==> config.mk <==
export PLATFORM = sky130hd
export DESIGN_NAME = div_unit
export DESIGN_NICKNAME = d
export VERILOG_FILES = /design/src/rtl/div_unit.sv
export SDC_FILE = /design/constraint.sdc
export NUM_CORES = 1
export LEC_CHECK = 0
export ABC_AREA = 1
export CORE_UTILIZATION = 59
export CTS_BUF_LIST = sky130_fd_sc_hd__clkbuf_16
export CTS_CLUSTER_DIAMETER = 150
export DETAILED_ROUTE_END_ITERATION = 10
export MAX_ROUTING_LAYER = met4
export PLACE_DENSITY = 0.85
export SETUP_SLACK_MARGIN = 0.15
export SKIP_LAST_GASP = 1
export SYNTH_ARGS = -nofsm -noshare
export SYNTH_HDL_FRONTEND = slang
export SYNTH_SLANG_ARGS = --single-unit
==> constraint.sdc <==
create_clock -name clk -period 3.9 [get_ports clk]
set_input_delay 0.78 -clock clk [delete_from_list [all_inputs] [get_ports clk]]
set_output_delay 0.78 -clock clk [all_outputs]
set_load 0.01 [all_outputs]
==> src/rtl/div_unit.sv <==
// Multi-cycle radix-2 restoring divider for DIV/DIVU.
// Iterates on operand magnitudes, one quotient bit per cycle, then applies sign fix-up.
// Returns {remainder, quotient} for the HI/LO write path with a one-cycle ready pulse.
module div_unit #(
  parameter int unsigned WIDTH = 32
) (
  input  logic               clk,
  input  logic               rst,
  input  logic               start,
  input  logic               signed_div,
  input  logic               annul,
  input  logic [WIDTH-1:0]   opa,
  input  logic [WIDTH-1:0]   opb,
  output logic               stall_div,
  output logic               ready,
  output logic [2*WIDTH-1:0] result
);

  localparam int unsigned CntW = (WIDTH > 1) ? $clog2(WIDTH) : 1;
  localparam logic [CntW-1:0] LastCnt = CntW'(WIDTH - 1);

  typedef enum logic [1:0] {
    Idle = 2'd0,
    Busy = 2'd1,
    Done = 2'd2
  } stateT;

  stateT            state;
  logic [CntW-1:0]  cnt;
  logic [WIDTH-1:0] remReg;
  logic [WIDTH-1:0] quoReg;
  logic [WIDTH-1:0] divMag;
  logic             signQ;
  logic             signR;

  // Operand signs and magnitudes; DIVU treats both operands as unsigned.
  logic             negA;
  logic             negB;
  logic [WIDTH-1:0] magA;
  logic [WIDTH-1:0] magB;

  assign negA = signed_div & opa[WIDTH-1];
  assign negB = signed_div & opb[WIDTH-1];
  assign magA = negA ? (-opa) : opa;
  assign magB = negB ? (-opb) : opb;

  // One restoring step: shift {r,q} left, subtract |b| when it fits.
  logic [WIDTH:0]   shiftRem;
  logic [WIDTH-1:0] diffLow;
  logic             noBorrow;
  logic [WIDTH-1:0] nextRem;
  logic [WIDTH-1:0] nextQuo;

  assign shiftRem = {remReg, quoReg[WIDTH-1]};
  assign noBorrow = (shiftRem >= {1'b0, divMag});
  // When the subtraction fits, the true difference is below |b| and fits in WIDTH bits.
  assign diffLow  = shiftRem[WIDTH-1:0] - divMag;
  assign nextRem  = noBorrow ? diffLow : shiftRem[WIDTH-1:0];
  assign nextQuo  = {quoReg[WIDTH-2:0], noBorrow};

  // Sign fix-up applied to the final step's outputs as DONE is entered.
  logic [WIDTH-1:0] fixQuo;
  logic [WIDTH-1:0] fixRem;

  assign fixQuo = signQ ? (-nextQuo) : nextQuo;
  assign fixRem = signR ? (-nextRem) : nextRem;

  // Pipeline hold: accepted request in IDLE or iterating; forced low during reset.
  assign stall_div = rst & (((state == Idle) & start & ~annul) | (state == Busy));

  // Control FSM, datapath registers and registered result/ready.
  always_ff @(posedge clk or negedge rst) begin
    if (!rst) begin
      state  <= Idle;
      cnt    <= '0;
      remReg <= '0;
      quoReg <= '0;
      divMag <= '0;
      signQ  <= 1'b0;
      signR  <= 1'b0;
      ready  <= 1'b0;
      result <= '0;
    end else begin
      ready <= 1'b0;
      case (state)
        Idle: begin
          if (start && !annul) begin
            remReg <= '0;
            quoReg <= magA;
            divMag <= magB;
            signQ  <= negA ^ negB;
            signR  <= negA;
            cnt    <= '0;
            if (opb == '0) begin
              // Zero divisor: skip iteration, return raw dividend and all-ones quotient.
              state  <= Done;
              ready  <= 1'b1;
              result <= {opa, {WIDTH{1'b1}}};
            end else begin
              state <= Busy;
            end
          end
        end
        Busy: begin
          if (annul) begin
            state <= Idle;
            cnt   <= '0;
          end else begin
            remReg <= nextRem;
            quoReg <= nextQuo;
            cnt    <= cnt + CntW'(1);
            if (cnt == LastCnt) begin
              state  <= Done;
              ready  <= 1'b1;
              result <= {fixRem, fixQuo};
            end
          end
        end
        Done: begin
          state <= Idle;
        end
        default: begin
          state <= Idle;
        end
      endcase
    end
  end

endmodule

==> summary.txt <==
CP max stage delay - 0.41 ns
Initial Util - 60.96%
Die footprint - 23440 um^2
Drt first-iter violations - 1732
GP Congestion - 1.009
EDFF count, synth - 0
WL per Instance - 18.60 um
Setup Skew - 0.02369 ns
Fin. max-slew vios - 0
Post-synth ARST share - 100.0%
Max-Cap Viols - 0
Crit Path Class - reg2reg
Vias in the first global route - 14049
Final hold vios - 0
Worst r2r src - remReg[23]
Final Non-Filler Cells - 2545
Worst vdd ir - 0.001236 V
Synthesized area - 13470 um^2
Post-synth cell types - 60
Crit-path max FO - 5
Hold Crit Class - in2async
CTS Buf Count - 17
Critical path's slowest cell - dfrtp_1
Setup ws final - 0.2325 ns
Core area - 22090 um^2
Number of inserted diodes - 0
Die width - 153.1 um
Syn Area/Cell - 6.441 um^2
Primary FF master, synth - dfrtp_1
Dpl hpwl - 35.30 mm
Final setup vio count - 0
Drc violations - 0
Type of origin of the critical path - flip-flop
RSZ-0062 raised after global routing - true
Top cell type's share of synthesized area - 31.58%
FF+latch area - 4255 um^2
Ports - 135
Final ANT Viol Nets - 0
Commonest non-fill, non-tap cell in the layout - nand2_1
Initial antenna violation count - 0
Ratio of cells with drive above 1 in the final layout - 11.17%
Detailed Route WL - 47.34 mm
Vias - 15041
Number of placement rows - 54
Yosys top cell by area - dfrtp_1
Clock Pin Slew Worst Setup and Hold Paths - 0.08 ns
Status - finished clean
Vias per cell - 5.910
Global-route wire length before repair - 74.32 mm
Die Y - 153.1 um
Top post-synthesis cells by area - dfrtp_1 32%, nand2_1 18%, inv_1 8.3%
Critical path arrival - 4.00 ns
Yosys reg bits - 170
Pin count of the biggest net entering global routing - 94
Critical Path Start - remReg[23]
CP Data Required Time - 4.23 ns
Synth Instances - 2091
Worst slew pin tran - 1.007 ns
# port buffers - 134
Min cycle time layout - 3.667 ns
Dpl ws - -0.1555 ns
H-tree Lvls - 4
Grt ovf - 0
Post-CTS Hold Fix Bufs - 0
Clock buffer depth - 2
Layout area overhead - 22.20%
Fmax - 272.7 MHz
Worst slew margin - 32.85%
Post-synthesis sequential area ratio - 31.58%
Clk sinks - 170
Final Cycle Share - 94.04%
Final net count - 2361
Syn nets - 2199
Total track usage - 41.68%
P_leak - 8.129 nW
Worst setup EP type - flip-flop
Setup TNS - 0 ns
Multi-input logic area - 8070 um^2
TritonCTS clock tree - yes
Power Dens Cells - 1059 nW/um^2
Root Buffer - clkbuf_16
Worst path most repeated cell - buf_4
Fillers - 1752
YS warnings - 0
Drt pass-1 iters - 7
Latest clock arrival within the worst-skew pair - 0.45 ns
Post-placement cell count - 2501
Commonest non-fill, non-tap cells in the layout - 637 x nand2_1, 292 x inv_1, 189 x nor2_1
-- power by group --
group | total [mW] | internal [mW] | switching (mW)
clock network | 1.79 | 0.957 | 0.835
registers | 3.28 | 2.55 | 0.724
logic | 12.4 | 4.43 | 7.93
total | 17.4 | 7.94 | 9.48
-- what timing repair did --
action / 4_1_cts / 5_1_grt
setup endpoints to repair: 25 / 40
cloned: 0 / 1
buffers inserted: 9 / 3
pin swaps: 8 / 13
gates resized for setup: 24 / 52
-- routing by layer --
| metal | global-route usage [%] | routed length, um | vias to the layer above | share of wire, % |
|---|---|---|---|---|
| met5 | - | 0 | - | 0 |
| met4 | 14.77 | 1726 | 0 | 3.6 |
| met3 | 5.869 | 4868 | 173 | 10 |
| met2 | 62.58 | 20460 | 911 | 43 |
| met1 | 57.45 | 20280 | 6924 | 43 |
| li1 | - | - | 7033 | - |
-- worst max-delay path: cells and delay by family (launching register included) --
family | cells | cell delay, ns
compound gates | 4 | 0.45
buf+inv | 10 | 1.12
flops | 1 | 0.41
fa+ha+maj | 2 | 0.52
simple gates | 9 | 1.05
-- kinds of logic after synthesis --
family | share of synthesized area, %
DFF | 31.58
and+or+nand+nor | 35.75
adders and majority gates | 3.679
xor gates and xnor gates | 3.771
AOI/OAI and AO/OA | 13.84
buffers and inverters | 11.38
-- sequential cells by signal, indices dropped and copies added, names as in the netlist --
| signal | count |
|---|---|
| signQ | 1 |
| divMag | 32 |
| ready | 1 |
| remReg | 32 |
| cnt | 5 |
| result | 64 |
| signR | 1 |
| quoReg | 32 |
| state | 2 |
-- per-stage QoR --
step                      total power [mW]  utilization [%]  hold slack (ns)  area, um^2
final                                17.43            74.50           0.2234       16460
after global routing                 18.70            74.50           0.2594       16460
after CTS                            16.68            73.15           0.2401       16160
after detailed placement             14.62            69.42           0.4696       15340
after global placement               14.36            69.42           0.4633       15340
after floorplan                      10.90                -           0.4530       13470
-- cell type report --
type,instances,area share (%)
repair buffers,214,12.28
inverters,312,7.146
well taps,280,2.128
flip-flops and latches,170,25.85
clock buffers,17,2.585
multi-input cells,1538,49.03
clock inverters,14,0.9730
-- worst paths after layout --
check | end | slack (ns) | depth (start not counted)
worst min-delay path | divMag[8] | 0.22 | 1
worst min register to register | result[13] | 0.49 | 2
min in group clk | result[13] | 0.49 | 2
max in group asynchronous | result[46] | 2.40 | 2
worst max register to register | result[8] | 0.23 | 25
worst max-delay path | result[8] | 0.23 | 25
-- Yosys cell counts (all sizes together) (29+ instances only) --
master	number
nand2	682
inv	309
nor2	211
dfrtp	170
nand3	142
o21ai	141
a21oi	79
clkbuf	49
xor2	41
ha	38
nor3	37
o22ai	29
(Power assumes the default switching activity.)
